File: src/rtl/divider_pkg.sv
`default_nettype none
// +-----------------------------------------------------------------+
// | divider_pkg : shared widths and result record for the divider    |
// | Rev 1.0                                                          |
// +-----------------------------------------------------------------+
package divider_pkg;

   localparam int c_div_width_def = 8;
   localparam int c_depth_def     = 4;

   typedef struct packed {
      logic [c_div_width_def-1:0] quotient;
      logic [c_div_width_def-1:0] remainder;
   } div_result_t;

endpackage
`default_nettype wire

File: src/rtl/divider_result_mem.sv
`default_nettype none
// +-----------------------------------------------------------------+
// | divider_result_mem : DEPTH x 2*DIV_WIDTH storage, sync write,    |
// | async read, no reset.  Rev 1.0                                   |
// +-----------------------------------------------------------------+
module divider_result_mem
   import divider_pkg::*;
#(
   parameter int DIV_WIDTH = c_div_width_def,
   parameter int DEPTH     = c_depth_def
) (
   input  logic                       clk,
   input  logic                       wr_en,
   input  logic [$clog2(DEPTH)-1:0]   wr_addr,
   input  logic [2*DIV_WIDTH-1:0]     wr_data,
   input  logic [$clog2(DEPTH)-1:0]   rd_addr,
   output logic [2*DIV_WIDTH-1:0]     rd_data
);

   logic [2*DIV_WIDTH-1:0] r_mem [DEPTH];

   always_ff @(posedge clk) begin
      if (wr_en) begin
         r_mem[wr_addr] <= wr_data;
      end
   end

   assign rd_data = r_mem[rd_addr];

endmodule
`default_nettype wire

File: src/rtl/divider_result_fifo.sv
`default_nettype none
// +-----------------------------------------------------------------+
// | divider_result_fifo : FWFT result queue behind the divider with  |
// | in-flight start throttling. Option: DIVRES_STATUS_EN. Rev 1.0    |
// +-----------------------------------------------------------------+
module divider_result_fifo
   import divider_pkg::*;
#(
   parameter int DIV_WIDTH = c_div_width_def,
   parameter int DEPTH     = c_depth_def
) (
   input  logic                          clk,
   input  logic                          rst,
   input  logic                          ld_rem_quotient,
   input  logic [DIV_WIDTH-1:0]          quotient_in,
   input  logic [DIV_WIDTH-1:0]          remainder_in,
   input  logic                          start_seen,
   input  logic                          out_ready,
   output logic                          out_valid,
   output logic [DIV_WIDTH-1:0]          quotient_out,
   output logic [DIV_WIDTH-1:0]          remainder_out,
   output logic                          full,
   output logic                          start_allow
`ifdef DIVRES_STATUS_EN
   ,
   output logic                          overflow,
   output logic [$clog2(DEPTH):0]        level
`endif
);

   localparam int                 c_ptr_w = $clog2(DEPTH);
   localparam int                 c_cnt_w = c_ptr_w + 1;
   localparam logic [c_cnt_w-1:0] c_depth = c_cnt_w'(DEPTH);

   logic [c_ptr_w-1:0]     r_wr_ptr;
   logic [c_ptr_w-1:0]     r_rd_ptr;
   logic [c_cnt_w-1:0]     r_count;
   logic                   r_pending;
   logic                   w_valid;
   logic                   w_full;
   logic                   w_push;
   logic                   w_pop;
   logic [2*DIV_WIDTH-1:0] w_rd_data;

   assign w_valid = (r_count != '0);
   assign w_full  = (r_count == c_depth);
   assign w_pop   = w_valid & out_ready;
   // A full queue still accepts a push when the head leaves on the same edge.
   assign w_push  = ld_rem_quotient & (~w_full | w_pop);

   divider_result_mem #(
      .DIV_WIDTH (DIV_WIDTH),
      .DEPTH     (DEPTH)
   ) u_mem (
      .clk     (clk),
      .wr_en   (w_push & ~rst),
      .wr_addr (r_wr_ptr),
      .wr_data ({quotient_in, remainder_in}),
      .rd_addr (r_rd_ptr),
      .rd_data (w_rd_data)
   );

   always_ff @(posedge clk) begin
      if (rst) begin
         r_wr_ptr  <= '0;
         r_rd_ptr  <= '0;
         r_count   <= '0;
         r_pending <= 1'b0;
      end else begin
         if (w_push) begin
            r_wr_ptr <= r_wr_ptr + c_ptr_w'(1);
         end
         if (w_pop) begin
            r_rd_ptr <= r_rd_ptr + c_ptr_w'(1);
         end
         if (w_push && !w_pop) begin
            r_count <= r_count + c_cnt_w'(1);
         end else if (w_pop && !w_push) begin
            r_count <= r_count - c_cnt_w'(1);
         end
         // A new start on the completing push's edge is the next division in flight.
         if (start_seen) begin
            r_pending <= 1'b1;
         end else if (w_push) begin
            r_pending <= 1'b0;
         end
      end
   end

   assign out_valid     = w_valid;
   assign full          = w_full;
   assign quotient_out  = w_valid ? w_rd_data[2*DIV_WIDTH-1:DIV_WIDTH] : '0;
   assign remainder_out = w_valid ? w_rd_data[DIV_WIDTH-1:0] : '0;
   assign start_allow   = ((r_count + c_cnt_w'(r_pending)) < c_depth);

`ifdef DIVRES_STATUS_EN
   logic r_overflow;

   always_ff @(posedge clk) begin
      if (rst) begin
         r_overflow <= 1'b0;
      end else if (ld_rem_quotient && w_full && !w_pop) begin
         r_overflow <= 1'b1;
      end
   end

   assign overflow = r_overflow;
   assign level    = r_count;
`endif

endmodule
`default_nettype wire

File: config.mk
export PLATFORM = sky130hd
export DESIGN_NAME = divider_result_fifo
export DESIGN_NICKNAME = d
export VERILOG_FILES = /design/src/rtl/divider_pkg.sv /design/src/rtl/divider_result_mem.sv /design/src/rtl/divider_result_fifo.sv
export SDC_FILE = /design/constraint.sdc
export NUM_CORES = 1
export LEC_CHECK = 0
export BUFFER_PORTS_ARGS = -buffer_cell sky130_fd_sc_hd__buf_2
export CAP_MARGIN = 20
export CORE_MARGIN = 10
export CORE_UTILIZATION = 29
export DETAILED_ROUTE_END_ITERATION = 10
export PLACE_DENSITY_LB_ADDON = 0.1
export REMOVE_ABC_BUFFERS = 1
export SKIP_CTS_REPAIR_TIMING = 1
export SYNTH_ARGS = -nofsm -noshare
export SYNTH_HDL_FRONTEND = slang
export SYNTH_HIERARCHICAL = 1
export SYNTH_SLANG_ARGS = --single-unit
File: constraint.sdc
create_clock -name clk -period 7.4 [get_ports clk]
set_input_delay 0.74 -clock clk [delete_from_list [all_inputs] [get_ports clk]]
set_output_delay 0.74 -clock clk [all_outputs]
set_load 0.005 [all_outputs]
Yosys cells after proc, flatten, opt, wreduce, memory -nomap -nowiden --
Memories as Yosys holds them, arrays and structs flattened. A register that Yosys moved wholly into a read port is not among the register bits. Index checks and enable logic that the tools add are counted.
Operators by class: muxes and demuxes 10, eq/ne operators 1, $lt $le $gt $ge 1, add/subtract/negate cells 5, bitwise gates (word level) 6, reduce and logical (&&, ||, !) cells 7
Operators with widths (count):
- $mux W8 | 2
- $mux W3 | 2
- $add A2 B1 Y2 const B | 2
- $mux W1 | 4
- $mux W2 | 2
- $reduce_bool A2 Y1 | 2
- $add A3 B1 Y3 | 1
- $add A3 B1 Y3 const B | 1
- $and A1 B1 Y1 | 3
- $eq A3 B3 Y1 const B | 1
- $lt A3 B3 Y1 const B | 1
- $reduce_bool A3 Y1 | 1
- $sub A3 B1 Y3 const B | 1
- $logic_and A1 B1 Y1 | 2
- $logic_not A1 Y1 | 2
- $not A1 Y1 | 2
- $or A1 B1 Y1 | 1
Word-level totals: input port bits 21, memories 1, register bits 8, RAM bits 64
Memories:
- u_mem.r_mem | depth 4, bits a word 16, rd ports 1, clocked after Yosys merged registers in 1, wr ports 1, RTL line divider_result_mem.sv:20 | logic [2*DIV_WIDTH-1:0] r_mem [DEPTH];

Depth between registers and ports, before layout --
word-level depth 8, gate-level depth with buffers 8, depth with buffers taken out 8

Hierarchy --
Netlist, hierarchy kept.
By module, submodules not included:
- divider_result_mem | sequential area each 1921.8 µm², times used 1, area an instance 2377.3 µm², cells an instance 88
- divider_result_fifo | sequential area each 160.2 µm², times used 1, area an instance 540.5 µm², cells an instance 62

Least setup slack after synthesis --
Ideal clock, no wire load.
path kind in2reg, start in out_ready, end mem u_mem/r_mem[0][0] in the netlist's numbering, enable pin, slack 4553 ps, stages 4, arrival time 2434 ps, cell sequence nor4b_4 nor2b_2 nor2b_1 nor3b_1
On the way: word-level cells in the longest chain between the ends 6
RTL lines:
- from (decl) | RTL line divider_result_fifo.sv:18 | input logic out_ready,
- $and A1 B1 Y1 | RTL line divider_result_fifo.sv:47 | assign w_pop = w_valid & out_ready;
- $or A1 B1 Y1 | RTL line divider_result_fifo.sv:49 | assign w_push = ld_rem_quotient & (~w_full | w_pop);
- $and A1 B1 Y1 | RTL line divider_result_fifo.sv:49
- net w_push | RTL line divider_result_fifo.sv:41 | logic w_push;
- $and A1 B1 Y1 | RTL line divider_result_fifo.sv:56 | .wr_en (w_push & ~rst),
- $mux W1 | RTL line divider_result_mem.sv:23 | if (wr_en) begin
- $mux W1 (not written as such) | RTL line divider_result_mem.sv:24 | r_mem[wr_addr] <= wr_data;
- to (decl) | RTL line divider_result_mem.sv:20
The timed path passes the listed nets, and every way through them passes these cells.

==> results.md <==
- Status: finished clean
- Die W: roughly 120 um
- Syn Area/Cell: 19.5 um2
- Core footprint: 9770 um2
- Hold Violations, Final: 0
- Worst skew pair latency: 0.34 ns
- Max Cap Viol: 0
- Post-synthesis sequential area ratio: 0.714
- CTS tree: built
- RD Place Congestion: 0.749
- Total I/O pin count: 40
- Clk pin slew, worst setup/hold paths: ~0.060 ns
- Nets: 220
- PnR worst setup slack: 4.71 ns
- Final HPWL DP: 3840 um
- Post-layout min period: roughly 2.7 ns
- Leak pwr: 1.21 nW
- Worst Path Arrival: 1.95 ns
- TritonCTS buffer count: 9
- Ys Warns: 6
- H-tree Lvls: 3
- Worst Setup End Kind: output port
- Yosys cell types: 31
- Setup TNS: 0 ns
- Antenna viol nets, final: 0
- Gr ovfl total: 0
- Vias in the first global route: 1624
- Startpoint Class: register
- Synth area leader: edfxtp_1
- Slowest CP cell: mux4_1
- Top Family by Delay on Critical Path: multiplexers
- Fraction of layout cells with a size suffix above 1: 0.347
- Final Max Slew Viols: 0
- HP Class: register to register
- Mapped cell area: 2920 um2
- RSZ-0062 raised after global routing: false
- First drt pass iteration count: 3
- Pwr/cell area: 314 nW/um2
- Routed len/inst: 17.1 um
- Die Y: 120 um
- Clk sinks: 72
- CP required: 6.66 ns
- Fin util: 0.350
- Yosys reg bits: 72
- GRT Resource Usage Total: 0.0840
- Final Setup Violations: 0
- Cells along the critical path: buf_4 -> mux4_1 -> nor2b_1 -> buf_2
- Num rows: 36
- P&R area growth vs syn: 17.4%
- Hold WS: ~0.49 ns
- Post-Syn Instances: 150
- Largest net degree at the start of global routing: 20
- Skew final: between 0.008 and 0.009 ns
- CTS Root Cell: clkbuf_8
- Die ar.: 14500 um2
- Starting Density: 0.299
- CP max FO: 16
- Top cells by area, synth: edfxtp_1 66%, mux4_2 7.7%, dfxtp_1 5.5%, mux4_1 5.4%, nor2b_1 2.4%
- Initial antenna violation count: 0
- Crit path buffers/inverters: 2
- DRC Markers: 0
- Routed WL: 5750 um
- Max incr delay on CP: 0.63 ns
- Vias per inst: 4.38
- Worst slew pin tran: 0.957 ns
- Max-slew headroom: 0.362
- Port Buffers: 39
- Post-synth top area share: 0.659
- First-pass GRT wire length: around 9200 um
- CP Class: register to output port
- Pre-CTS setup slack: 4.76 ns
- Max frequency: 372 MHz
- Peak supply drop: around 0.00019 V
- Period utilization: 0.364
- Iter 0 DRT Violations: 40
- DR vias: 1473
- Clock Path Buffers: 2
per-layer routing:
metal,up-vias,GRT usage,part of all wire
met5,-,0,0
met4,0,0.0339,0.017
met3,9,0.0349,0.054
met2,31,0.142,0.51
met1,746,0.0921,0.42
li1,687,-,-
stage by stage:
stage / std cells / total power, mW / cell area, um2
2_1_floorplan: 144 / 0.698 / 2870
3_3_place_gp: 319 / 0.834 / 3260
3_5_place_dp: 319 / 0.839 / 3260
4_1_cts: 335 / 1.10 / 3420
5_1_grt: 335 / 1.15 / 3420
6_report: 336 / 1.07 / 3430
logic make-up after synthesis:
| group | Yosys count | share of synthesized area |
|---|---|---|
| muxes | 18 | 0.140 |
| xor gates and xnor gates | 4 | 0.0120 |
| and+or+nand+nor | 37 | 0.0875 |
| adders and majority gates | 2 | 0.0111 |
| AOI/OAI and AO/OA | 8 | 0.0150 |
| DFF | 72 | 0.714 |
| buffers and inverters | 9 | 0.0210 |
power breakdown:
part	internal [mW]	switching, mW	leakage [nW]
Combinational	0.167	0.146	0.474
Sequential	0.471	0.0327	0.647
Clock	0.129	0.130	0.0838
Total	0.766	0.308	1.21
state kept, by name (all words and copies together) (netlist names):
register     cells
u_mem/r_mem     64
r_rd_ptr         2
r_pending        1
r_wr_ptr         2
r_count          3
layout make-up:
cell class / instances / area (um2)
multi-input combinational: 69 / 779
tap: 133 / 166
clock buffer: 12 / 145
timing repair buffer: 42 / 218
fill: 984 / 6350
inverter: 3 / 11.3
antenna: 1 / 2.50
sequential: 72 / 2080
clock inverter: 4 / 21.3
worst paths after layout:
kind	start	endpoint	slack [ns]	cells after the start
setup reg to reg	r_count[0]	u_mem/r_mem[1][1]	5.11	4
hold reg to reg	r_pending	r_pending	0.49	2
hold / removal	r_pending	r_pending	0.49	2
setup / recovery	r_rd_ptr[0]	remainder_out[3]	4.71	4
cells in the mapped netlist, drive strengths merged:
cell	number
and3b	2
edfxtp	64
mux4	16
nor2	4
or3	3
o21ai	3
nand2b	1
nor2b	12
nor4b	1
a21oi	3
mux2i	1
nor3	1
fa	1
buf	5
o22ai	1
nand2	2
dfxtp	8
nor3b	2
and3	1
and2b	7
ha	1
clkbuf	1
xor2	4
nand3	1
inv	3
mux2	1
o31ai	1
placed cells by master, fill, tap and decap left out, types with 4 or more instances in the layout:
cell / netlist / routed
mux4_1: 6 / 6
dfxtp_1: 8 / 8
clkbuf_8: 0 / 10
nor2_1: 4 / 4
edfxtp_1: 64 / 64
and2b_1: 7 / 7
buf_2: 3 / 39
xor2_1: 4 / 4
nor2b_1: 11 / 11
mux4_2: 10 / 10
tightest hold or removal path, delay by kind of cell (launching register included):
| family | cells | cell delay [ns] |
|---|---|---|
| flip-flops | 1 | 0.32 |
| AO/OA/AOI/OAI | 1 | 0.06 |
| AND/OR/NAND/NOR | 1 | 0.07 |
(Power assumes the default switching activity.)
